`src/rtl/mem_responder.sv`:
```
// mem_responder: shared single-port storage serving one load/store port and
// RPORTS instruction-fetch read ports with a one-cycle access latency.
// The load/store port always has priority. Read ports are arbitrated by fixed
// priority (lowest index wins). When MEM_RR_ARB_EN is defined, read ports are
// arbitrated round-robin instead, with the pointer moving to one past the
// port that was granted.
// Storage is never cleared by reset. Only in-flight and response state is
// cleared.

`ifndef MEM_RPORTS
`define MEM_RPORTS 2
`endif

module mem_responder #(
    parameter int unsigned RPORTS = `MEM_RPORTS,
    parameter int unsigned DEPTH  = 256,
    localparam int unsigned AW    = 8,
    localparam int unsigned DW    = 16
) (
    input  logic                          clk_i,
    input  logic                          arst_ni,
    // instruction-fetch read ports
    input  logic [RPORTS-1:0]             i_mem_r_val,
    input  logic [RPORTS-1:0][AW-1:0]     i_mem_r_addr,
    output logic [RPORTS-1:0]             o_mem_r_rdy,
    output logic [RPORTS-1:0][DW-1:0]     o_mem_r_data,
    // load/store port
    input  logic                          i_mem_rw_val,
    input  logic                          i_mem_rw_wen,
    input  logic [AW-1:0]                 i_mem_rw_addr,
    input  logic [DW-1:0]                 i_mem_rw_wdata,
    output logic                          o_mem_rw_rdy,
    output logic [DW-1:0]                 o_mem_rw_rdata
);

    localparam int unsigned PW = (RPORTS > 1) ? $clog2(RPORTS) : 1;

    // storage and response registers
    logic [DW-1:0]             r_mem [DEPTH];
    logic                      r_alive;
    logic                      r_rw_rdy;
    logic [DW-1:0]             r_rw_rdata;
    logic [RPORTS-1:0]         r_r_rdy;
    logic [RPORTS-1:0][DW-1:0] r_r_data;

    // arbitration and datapath wires
    logic [RPORTS-1:0]         w_r_elig;
    logic                      w_gnt_rw;
    logic                      w_gnt_rd;
    logic [PW-1:0]             w_gnt_idx;
    logic [AW-1:0]             w_addr;
    logic                      w_wr_en;
    logic [DW-1:0]             w_rd_word;

`ifdef MEM_RR_ARB_EN
    logic [PW-1:0]             r_ptr;

    // Returns the read port index that lies ofs positions after ptr, wrapping at RPORTS.
    function automatic logic [PW-1:0] rr_idx(input logic [PW-1:0] ptr, input int ofs);
        int s;
        s = int'(ptr) + ofs;
        if (s >= int'(RPORTS)) begin
            s = s - int'(RPORTS);
        end
        return PW'(s);
    endfunction
`endif

    // Grant one requester per cycle. A port is excluded while its rdy is high.
    // r_alive is cleared asynchronously, so a grant cannot occur in a reset cycle.
    always_comb begin
        w_r_elig  = i_mem_r_val & ~r_r_rdy & {RPORTS{r_alive}};
        w_gnt_rw  = i_mem_rw_val & ~r_rw_rdy & r_alive;
        w_gnt_rd  = 1'b0;
        w_gnt_idx = '0;
        if (!w_gnt_rw) begin
`ifdef MEM_RR_ARB_EN
            for (int k = int'(RPORTS) - 1; k >= 0; k--) begin
                if (w_r_elig[rr_idx(r_ptr, k)]) begin
                    w_gnt_rd  = 1'b1;
                    w_gnt_idx = rr_idx(r_ptr, k);
                end
            end
`else
            for (int i = int'(RPORTS) - 1; i >= 0; i--) begin
                if (w_r_elig[i]) begin
                    w_gnt_rd  = 1'b1;
                    w_gnt_idx = PW'(i);
                end
            end
`endif
        end
    end

    // Select the address of the granted port and perform a single array access.
    always_comb begin
        w_addr    = w_gnt_rw ? i_mem_rw_addr : i_mem_r_addr[w_gnt_idx];
        w_wr_en   = w_gnt_rw & i_mem_rw_wen;
        w_rd_word = r_mem[w_addr];
    end

    // Commit the store at the end of the grant cycle.
    // The array is deliberately not reset.
    always_ff @(posedge clk_i) begin
        if (w_wr_en) begin
            r_mem[w_addr] <= i_mem_rw_wdata;
        end
    end

    // Register the completion pulse and data for the granted port.
    // All other ports are forced to zero.
    always_ff @(posedge clk_i or negedge arst_ni) begin
        if (!arst_ni) begin
            r_alive    <= 1'b0;
            r_rw_rdy   <= 1'b0;
            r_rw_rdata <= '0;
            r_r_rdy    <= '0;
            r_r_data   <= '0;
        end else begin
            r_alive    <= 1'b1;
            r_rw_rdy   <= w_gnt_rw;
            r_rw_rdata <= w_gnt_rw ? (i_mem_rw_wen ? i_mem_rw_wdata : w_rd_word) : '0;
            for (int i = 0; i < int'(RPORTS); i++) begin
                r_r_rdy[i]  <= w_gnt_rd && (w_gnt_idx == PW'(i));
                r_r_data[i] <= (w_gnt_rd && (w_gnt_idx == PW'(i))) ? w_rd_word : '0;
            end
        end
    end

`ifdef MEM_RR_ARB_EN
    // Advance the round-robin pointer to one past the granted read port.
    always_ff @(posedge clk_i or negedge arst_ni) begin
        if (!arst_ni) begin
            r_ptr <= '0;
        end else if (w_gnt_rd) begin
            r_ptr <= (w_gnt_idx == PW'(RPORTS - 1)) ? '0 : PW'(w_gnt_idx + 1'b1);
        end
    end
`endif

    assign o_mem_rw_rdy   = r_rw_rdy;
    assign o_mem_rw_rdata = r_rw_rdata;
    assign o_mem_r_rdy    = r_r_rdy;
    assign o_mem_r_data   = r_r_data;

endmodule

```
`config.mk`:
```
export PLATFORM = sky130hd
export DESIGN_NAME = mem_responder
export DESIGN_NICKNAME = d
export VERILOG_FILES = /design/src/rtl/mem_responder.sv
export SDC_FILE = /design/constraint.sdc
export NUM_CORES = 2
export LEC_CHECK = 0
export CAP_MARGIN = 5
export CORE_ASPECT_RATIO = 0.75
export CORE_MARGIN = 2
export CORE_UTILIZATION = 45
export CTS_BUF_LIST = sky130_fd_sc_hd__clkbuf_4 sky130_fd_sc_hd__clkbuf_8
export DETAILED_ROUTE_END_ITERATION = 16
export SKIP_CTS_REPAIR_TIMING = 1
export SLEW_MARGIN = 20
export SYNTH_ARGS = -nofsm -noshare
export SYNTH_HDL_FRONTEND = slang
export SYNTH_SLANG_ARGS = --single-unit
```
`constraint.sdc`:
```
create_clock -name clk_i -period 4.3 [get_ports clk_i]
set_input_delay 1.29 -clock clk_i [delete_from_list [all_inputs] [get_ports clk_i]]
set_output_delay 1.29 -clock clk_i [all_outputs]
set_load 0.005 [all_outputs]
```
==> reports/qor.yml <==
timing:
  finalCritPeriodShare: 1.02
  fin_skew_ps: 59.0
  finalSetupViolations: 10
  period_needed_ps: 4380
  hold_viol: 0
  slew_headroom: 0.223
  rsz0062_at_grt: "true"
  setup_ws_ps: -75.8
  tightest_slew_ps: 1170
  max_freq_mhz: 229
  maxSlewViolCount: 0
die:
  rows: 189
  start_util: 0.452
  core-area_mm2: 0.354
  die_w_um: 692
  ios: 97
  die_area_mm2: 0.360
  die-height_um: 520
drt:
  routedWlPerCell_um: 30.8
  viasPerCell: 5.97
  ant_nets: 0
  firstDrtPassIters: 6
  vias: 93200
  drt_iter0_drc: 14000
  routed_wl_mm: 480
  remaining_drc_errors: 0
power_and_ir_drop:
  p_seq_frac: 0.519
  leakage_nw: 64.5
  internal-power_mw: 64.5
  p_total_mw: 85.8
  power_switching_mw: 21.2
  comb_power_share: 0.117
  clockPowerShare: 0.364
  vdd_drop_max_v: 0.000319
  p_per_area_mw_per_mm2: 442
  p_sw_frac: 0.247
layout:
  finalNetCount: 10500
  final_util: 0.548
  stdcell_count: 15600
  layout-drive-gt1-share: 0.284
  fin_area_mm2: 0.194
  area_growth_pct: 21.2
run_status:
  violations: "negative setup slack"
  status: "finished with violations"
synth:
  async_reset_ff_frac: 0.0125
  synthFlopType: "edfxtp_1"
  ys_seq_area_frac: 0.777
  synth-edff-count: 4096
  syn_area_mm2: 0.160
  postSynthCellCount: 8956
  ys_seq_elements: 4148
  yosys_warnings: 0
  synth.avg_cell_area_um2: 17.9
  ys_types: 76
  synth_nets: 9002
clocking:
  htreeDepth: 6
  clock-sinks: 4148
  insertion_delay_ps: 1080
  cts_tree: "yes"
  clk_pin_slew_ps: 60
  cts-root-buf: "clkbuf_8"
  cts_buffer_depth: 4
  cts_buffers: 615
worst_setup_path:
  cp_max_fo: 33
  cp-start-kind: "input pin"
  crit_path_top_delay_cell: "clkdlybuf4s50_1"
  crit_required_ps: 5290
  worst_r2r_endpoint: "o_mem_rw_rdata[10]$_DFF_PN0_"
  cp_num_buf_inv: 6
  path_delay_family: "buffers and inverters"
  regToRegStartpoint: "o_mem_r_rdy[1]$_DFF_PN0_"
  crit_chain: "clkdlybuf4s50_1 > nand2b_1 > o211ai_1 > o311a_4 > buf_4 > buf_4 > nor3_4 > buf_12 > buf_12 > nand3_1 > nand4_1 > or3_1 > a211oi_4 > buf_4 > nor4_4 > a21oi_1"
  cp_data_arrival_time_ps: 5370
  cp_common_cell: "buf_4"
  critical_path_class: "input pin to register"
  reg2reg_depth: 15
  r2r_slack_ps: 90
  cp-end-kind: "register"
  max_stage_delay_ps: 470
job:
  cap_violations: 0
global_route:
  grt_pass1_wl_mm: 671
  gr-total-overflow: 0
  grt_start_max_net_pins: 115
  grt_pass1_vias: 90300
  grt_antenna_before_repair: 26
  grt_usage: 0.260
hold_path:
  hold_path.class: "input pin to asynchronous set/reset pin"
place:
  gp_congestion: 0.923
  numPortBuffers: 96
  placedInstanceArea_mm2: 0.180
  place_inst: 14500
  hpwlAfterDp_mm: 306
[worst register-to-register path: stages, from the launching register on]
cell	delay [ps]
dfrtp_1	410
nand2b_1	290
o211ai_1	390
o311a_4	330
buf_4	250
buf_4	250
nor3_4	70
buf_12	160
buf_12	330
nand3_1	70
nand4_1	230
or3_1	470
a211oi_4	440
buf_4	210
nor4_4	50
a21oi_1	160
[worst max path at each step]
stage / from / slack, ps / to / cells after the start
5_1_grt: i_mem_r_val[0] / -50 / o_mem_rw_rdata[8]$_DFF_PN0_ / 18
4_1_cts: i_mem_r_val[0] / -690 / o_mem_rw_rdata[8]$_DFF_PN0_ / 17
2_1_floorplan: i_mem_r_val[1] / -180 / r_mem[208][0]$_DFFE_PP_ / 10
6_report: i_mem_r_val[1] / -80 / o_mem_rw_rdata[10]$_DFF_PN0_ / 16
3_5_place_dp: i_mem_r_val[0] / -1820 / o_mem_rw_rdata[8]$_DFF_PN0_ / 17
3_3_place_gp: i_mem_r_val[1] / -1860 / o_mem_rw_rdata[8]$_DFF_PN0_ / 16
[cell usage after synthesis (all sizes together) (28+ instances only)]
cell,n,area (um2)
edfxtp,4096,123000
nand2,1456,5470
nand3,537,2690
mux4,527,11900
mux2i,401,4010
nor2,345,1310
buf,338,2120
clkbuf,198,751
a31oi,159,1010
a32oi,139,1220
o22ai,113,707
a21oi,67,335
dfrtp,52,1300
nand4,49,307
or3,45,282
a22oi,40,300
a221oi,35,307
nor4,34,307
o21ai,34,170
and3,31,194
a22o,29,254
a2111oi,28,318
[cells in the final DEF (no fill, tap or decap), drive strengths merged, types with 14 or more instances in the layout]
| cell | instances |
|---|---|
| a221o | 14 |
| o21bai | 14 |
| a211oi | 22 |
| a32oi | 139 |
| dfrtp | 52 |
| a311oi | 16 |
| o221ai | 14 |
| inv | 24 |
| a22o | 29 |
| clkbuf | 870 |
| mux4 | 527 |
| nand2 | 1456 |
| a221oi | 35 |
| o21ai | 34 |
| o22ai | 113 |
| buf | 1329 |
| nand3 | 537 |
| nor4 | 34 |
| clkdlybuf4s50 | 78 |
| o32a | 15 |
| or3 | 45 |
| or4 | 16 |
| o31a | 15 |
| a22oi | 40 |
| mux2i | 401 |
| clkinv | 172 |
| nand4 | 49 |
| a21oi | 67 |
| a31oi | 159 |
| a2111oi | 28 |
| nor2 | 345 |
| clkinvlp | 14 |
| and3 | 31 |
| edfxtp | 4096 |
[cell families (layout without fill, tap and decap cells)]
family          count (synthesis)  count (layout)  synth area share
compound gates                785             785            0.0369
mux                           929             929            0.0994
simple gates                 2546            2546            0.0683
flops                        4148            4148             0.777
buf+inv                       547            2496            0.0184
other cells                     1              11         0.0000234
[final cells by class]
cell class | instances | area [um2]
diodes | 10 | 25.0
well taps | 4679 | 5850
clock inverters | 212 | 1220
fillers | 27100 | 160000
inverters | 6 | 22.5
multi-input cells | 4261 | 34500
clock buffers | 855 | 10400
flip-flops and latches | 4148 | 124000
repair buffers | 1423 | 17500
[metal layers]
| metal | part of all wire | track usage | up-vias |
|---|---|---|---|
| li1 | - | - | 38700 |
| met1 | 0.42 | 0.388 | 48400 |
| met2 | 0.44 | 0.377 | 5303 |
| met3 | 0.11 | 0.0634 | 726 |
| met4 | 0.033 | 0.0834 | 4 |
| met5 | 0.000054 | 0 | - |
[power by group through the flow]
stage	Combinational [mW]	Clock [mW]	Sequential (mW)
after floorplan	4.27	0	45.3
after global placement	9.25	0	45.4
after detailed placement	9.33	0	45.4
after CTS	9.36	31.6	44.5
after global routing	10.4	33.4	44.5
final	9.99	31.3	44.5
[flip-flops by register name (all words and copies together) (netlist names)]
register and count:
r_mem 4096, o_mem_r_rdy 2, o_mem_r_data 32, o_mem_rw_rdata 16
o_mem_rw_rdy 1, r_alive 1
[through the flow]
step,hold slack (ps),setup TNS [ps],setup slack (ps)
after detailed placement,940,-1853640,-1820
final,250,-273,-75.8
after global routing,244,-249,-49.3
after global placement,973,-1799480,-1860
after floorplan,829,-160700,-182
after CTS,161,-17730,-689
(Power assumes the default switching activity.)
